===== src/rtl/bin_region_if.sv =====
`default_nettype none
// ----------------------------------------------------------------------------
// bin_region_if : scan control, label BRAM read port and bin record stream
// Revision: 1.0
// ----------------------------------------------------------------------------
interface bin_region_if;
   logic        start;
   logic        busy;
   logic        done;
   logic [18:0] addr;
   logic [2:0]  bin_rd;
   logic        res_valid;
   logic        res_ready;
   logic [2:0]  res_bin;
   logic [18:0] res_count;
   logic [9:0]  res_xmin;
   logic [9:0]  res_xmax;
   logic [8:0]  res_ymin;
   logic [8:0]  res_ymax;

   modport master (
      input  start, bin_rd, res_ready,
      output busy, done, addr, res_valid, res_bin, res_count,
             res_xmin, res_xmax, res_ymin, res_ymax
   );

   modport slave (
      output start, bin_rd, res_ready,
      input  busy, done, addr, res_valid, res_bin, res_count,
             res_xmin, res_xmax, res_ymin, res_ymax
   );
endinterface
`default_nettype wire


===== src/rtl/bin_region_reader.sv =====
`default_nettype none
// ----------------------------------------------------------------------------
// bin_region_reader : raster-scans the bin-label BRAM, reports count and bbox
//                     for bins 1..7 over a valid/ready stream
// Revision: 1.0
// ----------------------------------------------------------------------------
module bin_region_reader #(
   parameter int H_PIXELS     = 640,
   parameter int V_PIXELS     = 480,
   parameter int READ_LATENCY = 2
) (
   input  wire logic    clk,
   input  wire logic    reset,
   bin_region_if.master bus
);
   localparam logic [18:0] c_last_addr  = 19'(H_PIXELS * V_PIXELS - 1);
   localparam logic [9:0]  c_last_x     = 10'(H_PIXELS - 1);
   localparam logic [3:0]  c_drain_last = 4'(READ_LATENCY - 1);

   typedef enum logic [2:0] {
      S_IDLE   = 3'd0,
      S_SCAN   = 3'd1,
      S_DRAIN  = 3'd2,
      S_REPORT = 3'd3,
      S_DONE   = 3'd4
   } state_t;

   state_t      r_state;
   logic [18:0] r_addr;
   logic [9:0]  r_x;
   logic [8:0]  r_y;
   logic [3:0]  r_drain;
   logic [2:0]  r_bin;
   logic        r_busy;
   logic        r_done;
   logic        r_res_valid;

   logic        r_pv [READ_LATENCY];
   logic [9:0]  r_px [READ_LATENCY];
   logic [8:0]  r_py [READ_LATENCY];

   logic [18:0] r_count [1:7];
   logic [9:0]  r_xmin  [1:7];
   logic [9:0]  r_xmax  [1:7];
   logic [8:0]  r_ymin  [1:7];
   logic [8:0]  r_ymax  [1:7];

   logic        w_acc;
   logic [9:0]  w_dx;
   logic [8:0]  w_dy;
   logic        w_start_ok;

   logic [2:0]  w_res_bin;
   logic [18:0] w_res_count;
   logic [9:0]  w_res_xmin;
   logic [9:0]  w_res_xmax;
   logic [8:0]  w_res_ymin;
   logic [8:0]  w_res_ymax;

   assign w_acc      = r_pv[READ_LATENCY-1] && (bus.bin_rd != 3'd0);
   assign w_dx       = r_px[READ_LATENCY-1];
   assign w_dy       = r_py[READ_LATENCY-1];
   assign w_start_ok = (r_state == S_IDLE) && bus.start;

   always_ff @(posedge clk or posedge reset) begin
      if (reset) begin
         r_state     <= S_IDLE;
         r_addr      <= '0;
         r_x         <= '0;
         r_y         <= '0;
         r_drain     <= '0;
         r_bin       <= '0;
         r_busy      <= 1'b0;
         r_done      <= 1'b0;
         r_res_valid <= 1'b0;
      end else begin
         r_done <= 1'b0;
         case (r_state)
            S_IDLE: begin
               if (bus.start) begin
                  r_state <= S_SCAN;
                  r_busy  <= 1'b1;
                  r_addr  <= '0;
                  r_x     <= '0;
                  r_y     <= '0;
               end
            end
            S_SCAN: begin
               // addr is left on the last pixel once the frame has been issued
               if (r_addr == c_last_addr) begin
                  r_state <= S_DRAIN;
                  r_drain <= '0;
               end else begin
                  r_addr <= r_addr + 19'd1;
                  if (r_x == c_last_x) begin
                     r_x <= '0;
                     r_y <= r_y + 9'd1;
                  end else begin
                     r_x <= r_x + 10'd1;
                  end
               end
            end
            S_DRAIN: begin
               if (r_drain == c_drain_last) begin
                  r_state     <= S_REPORT;
                  r_bin       <= 3'd1;
                  r_res_valid <= 1'b1;
               end else begin
                  r_drain <= r_drain + 4'd1;
               end
            end
            S_REPORT: begin
               if (bus.res_ready) begin
                  if (r_bin == 3'd7) begin
                     r_res_valid <= 1'b0;
                     r_done      <= 1'b1;
                     r_state     <= S_DONE;
                  end else begin
                     r_bin <= r_bin + 3'd1;
                  end
               end
            end
            S_DONE: begin
               r_busy  <= 1'b0;
               r_state <= S_IDLE;
            end
            default: r_state <= S_IDLE;
         endcase
      end
   end

   // Issued coordinates travel alongside the BRAM read so they line up with bin_rd
   always_ff @(posedge clk or posedge reset) begin
      if (reset) begin
         for (int i = 0; i < READ_LATENCY; i++) begin
            r_pv[i] <= 1'b0;
            r_px[i] <= '0;
            r_py[i] <= '0;
         end
      end else begin
         r_pv[0] <= (r_state == S_SCAN);
         r_px[0] <= r_x;
         r_py[0] <= r_y;
         for (int i = 1; i < READ_LATENCY; i++) begin
            r_pv[i] <= r_pv[i-1];
            r_px[i] <= r_px[i-1];
            r_py[i] <= r_py[i-1];
         end
      end
   end

   always_ff @(posedge clk or posedge reset) begin
      if (reset) begin
         for (int b = 1; b < 8; b++) begin
            r_count[b] <= '0;
            r_xmin[b]  <= '0;
            r_xmax[b]  <= '0;
            r_ymin[b]  <= '0;
            r_ymax[b]  <= '0;
         end
      end else if (w_start_ok) begin
         for (int b = 1; b < 8; b++) begin
            r_count[b] <= '0;
            r_xmin[b]  <= '1;
            r_xmax[b]  <= '0;
            r_ymin[b]  <= '1;
            r_ymax[b]  <= '0;
         end
      end else if (w_acc) begin
         r_count[bus.bin_rd] <= r_count[bus.bin_rd] + 19'd1;
         if (w_dx < r_xmin[bus.bin_rd]) r_xmin[bus.bin_rd] <= w_dx;
         if (w_dx > r_xmax[bus.bin_rd]) r_xmax[bus.bin_rd] <= w_dx;
         if (w_dy < r_ymin[bus.bin_rd]) r_ymin[bus.bin_rd] <= w_dy;
         if (w_dy > r_ymax[bus.bin_rd]) r_ymax[bus.bin_rd] <= w_dy;
      end
   end

   // Empty bins still hold the all-ones min seed, so the bbox is forced to 0
   always_comb begin
      w_res_bin   = '0;
      w_res_count = '0;
      w_res_xmin  = '0;
      w_res_xmax  = '0;
      w_res_ymin  = '0;
      w_res_ymax  = '0;
      if (r_res_valid) begin
         w_res_bin   = r_bin;
         w_res_count = r_count[r_bin];
         if (r_count[r_bin] != 19'd0) begin
            w_res_xmin = r_xmin[r_bin];
            w_res_xmax = r_xmax[r_bin];
            w_res_ymin = r_ymin[r_bin];
            w_res_ymax = r_ymax[r_bin];
         end
      end
   end

   assign bus.busy      = r_busy;
   assign bus.done      = r_done;
   assign bus.addr      = r_addr;
   assign bus.res_valid = r_res_valid;
   assign bus.res_bin   = w_res_bin;
   assign bus.res_count = w_res_count;
   assign bus.res_xmin  = w_res_xmin;
   assign bus.res_xmax  = w_res_xmax;
   assign bus.res_ymin  = w_res_ymin;
   assign bus.res_ymax  = w_res_ymax;

endmodule
`default_nettype wire


===== src/flat_wrapper.sv =====
// flat-port wrapper written by rule: the top's interface ports become plain ports
module bin_region_reader_flat 
#(
   parameter int H_PIXELS     = 640,
   parameter int V_PIXELS     = 480,
   parameter int READ_LATENCY = 2
)
  (clk, reset, bus_start, bus_bin_rd, bus_res_ready, bus_busy, bus_done, bus_addr, bus_res_valid, bus_res_bin, bus_res_count, bus_res_xmin, bus_res_xmax, bus_res_ymin, bus_res_ymax);
  bin_region_if bus_i ();
  input  wire logic clk;
  input  wire logic reset;
  input wire logic [$bits(bus_i.start)-1:0] bus_start;
  input wire logic [$bits(bus_i.bin_rd)-1:0] bus_bin_rd;
  input wire logic [$bits(bus_i.res_ready)-1:0] bus_res_ready;
  output wire logic [$bits(bus_i.busy)-1:0] bus_busy;
  output wire logic [$bits(bus_i.done)-1:0] bus_done;
  output wire logic [$bits(bus_i.addr)-1:0] bus_addr;
  output wire logic [$bits(bus_i.res_valid)-1:0] bus_res_valid;
  output wire logic [$bits(bus_i.res_bin)-1:0] bus_res_bin;
  output wire logic [$bits(bus_i.res_count)-1:0] bus_res_count;
  output wire logic [$bits(bus_i.res_xmin)-1:0] bus_res_xmin;
  output wire logic [$bits(bus_i.res_xmax)-1:0] bus_res_xmax;
  output wire logic [$bits(bus_i.res_ymin)-1:0] bus_res_ymin;
  output wire logic [$bits(bus_i.res_ymax)-1:0] bus_res_ymax;
  assign bus_i.start = bus_start;
  assign bus_i.bin_rd = bus_bin_rd;
  assign bus_i.res_ready = bus_res_ready;
  assign bus_busy = bus_i.busy;
  assign bus_done = bus_i.done;
  assign bus_addr = bus_i.addr;
  assign bus_res_valid = bus_i.res_valid;
  assign bus_res_bin = bus_i.res_bin;
  assign bus_res_count = bus_i.res_count;
  assign bus_res_xmin = bus_i.res_xmin;
  assign bus_res_xmax = bus_i.res_xmax;
  assign bus_res_ymin = bus_i.res_ymin;
  assign bus_res_ymax = bus_i.res_ymax;
  bin_region_reader #(.H_PIXELS(H_PIXELS), .V_PIXELS(V_PIXELS), .READ_LATENCY(READ_LATENCY)) u_core (.clk(clk), .reset(reset), .bus(bus_i));
endmodule

===== config.mk =====
export PLATFORM = sky130hd
export DESIGN_NAME = bin_region_reader_flat
export DESIGN_NICKNAME = d
export VERILOG_FILES = /design/src/rtl/bin_region_if.sv /design/src/rtl/bin_region_reader.sv /design/src/flat_wrapper.sv
export SDC_FILE = /design/constraint.sdc
export NUM_CORES = 1
export LEC_CHECK = 0
export CAP_MARGIN = 0
export CORE_MARGIN = 8
export CORE_UTILIZATION = 50
export CTS_BUF_LIST = sky130_fd_sc_hd__clkbuf_4 sky130_fd_sc_hd__clkbuf_8
export CTS_CLUSTER_DIAMETER = 100
export DETAILED_ROUTE_END_ITERATION = 6
export GPL_TIMING_DRIVEN = 0
export PLACE_DENSITY = 0.73
export SETUP_SLACK_MARGIN = 0.3
export SYNTH_ARGS = -nofsm -noshare
export SYNTH_HDL_FRONTEND = slang
export SYNTH_SLANG_ARGS = --single-unit

===== constraint.sdc =====
create_clock -name clk -period 15.4 [get_ports clk]
set_input_delay 1.54 -clock clk [delete_from_list [all_inputs] [get_ports clk]]
set_output_delay 1.54 -clock clk [all_outputs]
set_load 0.03 [all_outputs]

==> key figures <==
Outcome
  • Outcome: finished, violations left
  • Failing checks: capacitance limit, slew limit

Worst setup path
  • Worst path max stage delay: 0.87 ns
  • Worst setup SP type: flop
  • CP top delay family: buffers and inverters
  • Crit path launch: u_core.r_bin[1]$_DFFE_PP0P_
  • Worst-path fanout max: 10
  • Slowest-stage cell, CP: buf_1
  • Critical path cell sequence: clkbuf_1, buf_2, buf_1, mux4_2, nor4_1, a41oi_1, o41ai_1, buf_2, buf_2, nor3_1, clkdlybuf4s50_1
  • Most Frequent Cell on Critical Path: buf_2
  • Type of destination of the critical path: output port
  • FF-to-FF Start: u_core.r_xmax[47]$_DFFE_PP0P_
  • Worst path required time: around 14 ns
  • Worst Path Buf+Inv: 6
  • Setup CP Type: flop to output port
  • CP Data Arrival Time: around 6.4 ns

Clock tree
  • Post-CTS sizing: 0
  • Max H-tree Level: 3
  • Worst-path clk slew: about 0.06 ns
  • Worst skew pair latency: between 0.7 and 0.8 ns
  • CTS tree: yes
  • Clock tree buffer depth: 3
  • Hold_buf cts: 0
  • # clock sinks: 490
  • Total CTS buffers: between 80 and 90
  • Setup Buffers After CTS: 0
  • Root buffer cell: clkbuf_8

Route
  • DRC viols: 0
  • Vias: 25.5k
  • Drt total wl: 114000 um
  • DR WL/cell: 31.5 um
  • Post-route antenna net violation count: 0
  • Initial DRC count: roughly 3.7k
  • Detailed Routing Iterations Pass 1: 5
  • Via-to-Cell Ratio: about 7

Global routing
  • Global-route wire length before repair: approximately 170000 um
  • Vias in the first global route: ~25k
  • GRT Residual Overflow: 0
  • Largest net degree at the start of global routing: 42
  • Antenna violations before repair: 1
  • Total track usage: 36.5%

Die
  • Row Count: 85
  • Core area: between 0.05 and 0.06 mm2
  • Die H: 248 um
  • DIE AREA: 0.0614 mm2
  • Starting density of the core: between 50% and 60%
  • IO Count: 89
  • Die X-Extent: 248 um

Logic synthesis
  • Synth area leader: dfrtp_1
  • Syn avg cell area: just over 10 um2
  • Cell count after synthesis: about 2.7k
  • Synth Warn #: 0
  • Dominant cells by area after synthesis: dfrtp_1 (46%), mux4_2 (5.8%), mux2i_1 (4.6%)
  • Syn Nets: approximately 2.7k
  • Synth Cell Area: about 0.027 mm2
  • Most common library cells after synthesis: dfrtp_1 (490), nor2_1 (296), nand2_1 (167)
  • Yosys cell types: 74
  • Count leader, synth: dfrtp_1
  • Fraction of registers with async set/reset: between 90% and 100%
  • #FFs+latches synth: a little under 500
  • Synth top area share: a little under half
  • Ys flop type: dfrtp_1
  • Register area share after synthesis: a little under half
  • Post-synth EDFFs: 0

Timing
  • Hold Slack: 0.345 ns
  • Fin crit period: 7.97 ns
  • Skew final: 0.0386 ns
  • Worst Tran Pin Value: ~1.6 ns
  • Slew HR: -4.31%
  • Sum Neg Setup Slack: 0 ns
  • Fin. Hold Viols: 0
  • Slew Limit Fails: 11
  • RSZ-0062 raised after global routing: no
  • Max Fclk: 0.126 GHz
  • Setup violators final: 0
  • Final worst-path cycle share: 51.7%

Finish
  • Final net count: between 2k and 3k
  • Synth-to-Final Area Change: 14.5%
  • Final Cell Area: 0.0308 mm2
  • Ratio of cells with drive above 1 in the final layout: 15.0%
  • Fin cells: 3604

Pwr
  • Pwr dens: 171 mW/mm2
  • Max IR drop VDD: around 130 uV
  • Pwr Total: between 5 and 6 mW
  • Static Leak: 13.4 nW

Place
  • Post-DP Area: between 0.02 and 0.03 mm2
  • Post-DP HPWL: 76300 um
  • Input/output buffers: 86
  • Placed instance count: around 3.4k
  • GP Congestion: slightly above 1

Min path
  • Hold wc startpoint: u_core.r_py[12]$_DFF_PP0_
  • Worst hold path class: flop to flop

Flow run
  • Max-Cap Viols: 1
==> metal layers <==
| metal | global-route usage [%] | share of wire (%) | up-vias | wire length (um) |
|---|---|---|---|---|
| met5 | 0.326 | 0.011 | - | 13 |
| met4 | 24.1 | 7.3 | 2 | 8310 |
| met3 | 12.9 | 14 | 531 | 16400 |
| met2 | 52.6 | 42 | 2147 | 47700 |
| met1 | 46.1 | 36 | 12500 | 41000 |
| li1 | - | - | 10300 | - |
==> flip-flops by register name (all words and copies together), names as in the netlist, 3 cells and up <==
| signal | flops |
|---|---|
| u_core.r_count | 133 |
| u_core.r_xmax | 70 |
| u_core.r_xmin | 70 |
| u_core.r_ymax | 63 |
| u_core.r_ymin | 63 |
| u_core.bus.addr | 19 |
| u_core.r_px | 10 |
| u_core.r_x | 10 |
| u_core.w_dx | 10 |
| u_core.r_py | 9 |
| u_core.r_y | 9 |
| u_core.w_dy | 9 |
| u_core.r_drain | 4 |
| u_core.r_bin | 3 |
| u_core.r_state | 3 |
==> area by class of cell <==
type / count / area [um2]
well taps: 696 / 871
flip-flops and latches: 490 / 12300
diodes: 1 / 2.50
plain buffers: 238 / 1060
multi-input cells: 1910 / 13500
clock buffers: 141 / 1730
inverters: 13 / 52.6
clock inverters: 14 / 144
fillers: 4603 / 22700
repair buffers: 101 / 1140
==> cells in the final DEF (no fill, tap or decap), types with 11 or more instances in the layout <==
cell | synthesis | final
buf_6 | 10 | 11
and3_1 | 11 | 11
o22a_1 | 40 | 40
a211oi_1 | 12 | 12
o211ai_1 | 23 | 23
a21o_1 | 12 | 12
a22o_1 | 72 | 72
nand4_1 | 33 | 33
a31oi_1 | 27 | 27
dfrtp_1 | 490 | 490
clkdlybuf4s50_1 | 0 | 86
a221o_1 | 35 | 35
mux2_2 | 94 | 94
nor2_1 | 296 | 295
ha_1 | 44 | 44
buf_2 | 39 | 39
nand2b_1 | 12 | 12
clkbuf_4 | 0 | 34
buf_1 | 22 | 22
o31ai_1 | 12 | 12
nand3_1 | 98 | 98
clkbuf_1 | 149 | 148
nand2_1 | 167 | 167
clkbuf_8 | 0 | 107
mux2i_1 | 124 | 124
a22oi_1 | 35 | 35
xnor2_1 | 13 | 13
a221oi_1 | 70 | 70
mux4_2 | 69 | 69
a21oi_1 | 159 | 159
o21ai_0 | 159 | 159
buf_12 | 0 | 13
xor2_1 | 23 | 23
nor3_1 | 140 | 140
inv_1 | 12 | 11
==> through the flow <==
step	setup slack, ns	util, %
finish	7.43	57.5
global route	7.48	57.5
CTS	7.71	57.5
detailed placement	7.34	54.0
global placement	4.10	53.5
floorplan	7.22	-
==> cell families after synthesis <==
group                      Yosys count  synth area share [%]
AOI/OAI and AO/OA                  711                  18.2
xor gates and xnor gates            37                  1.23
adders and majority gates           44                  2.05
buffers and inverters              251                  4.13
DFF                                490                  45.6
muxes                              289                  14.4
and+or+nand+nor                    829                  14.3
==> worst register-to-register path, cell delays in order (launching register included) <==
cell and delay, ns:
dfrtp_1 0.41, mux2_2 0.27, a221oi_1 0.25, a21oi_1 0.07
a21oi_1 0.23, ha_1 0.30, a21o_1 0.16, a21oi_1 0.18
nor2b_1 0.08, o41ai_1 0.77, or2_2 0.24, clkbuf_1 0.61
nand3_1 0.17, o21ai_0 0.14
==> worst paths after layout <==
kind                            depth (start not counted)  slack [ns]                            end
worst max-delay path                                   11        7.43                bus_res_ymin[7]
max in group asynchronous                               7       12.60  u_core.r_ymin[12]$_DFFE_PP0P_
worst min-delay path                                    0        0.34       u_core.w_dy[3]$_DFF_PP0_
min in group asynchronous                               2        1.18  u_core.r_xmin[16]$_DFFE_PP0P_
worst min register to register                          0        0.34       u_core.w_dy[3]$_DFF_PP0_
worst max register to register                         13       11.42  u_core.r_xmax[27]$_DFFE_PP0P_
==> report_power, final <==
group	internal (mW)	leakage [nW]	switching, mW
Clock	0.743	1.00	0.593
Sequential	1.52	6.25	0.227
Combinational	0.781	6.11	1.40
Total	3.05	13.4	2.22
No activity file was read; power rests on OpenSTA's default activity.
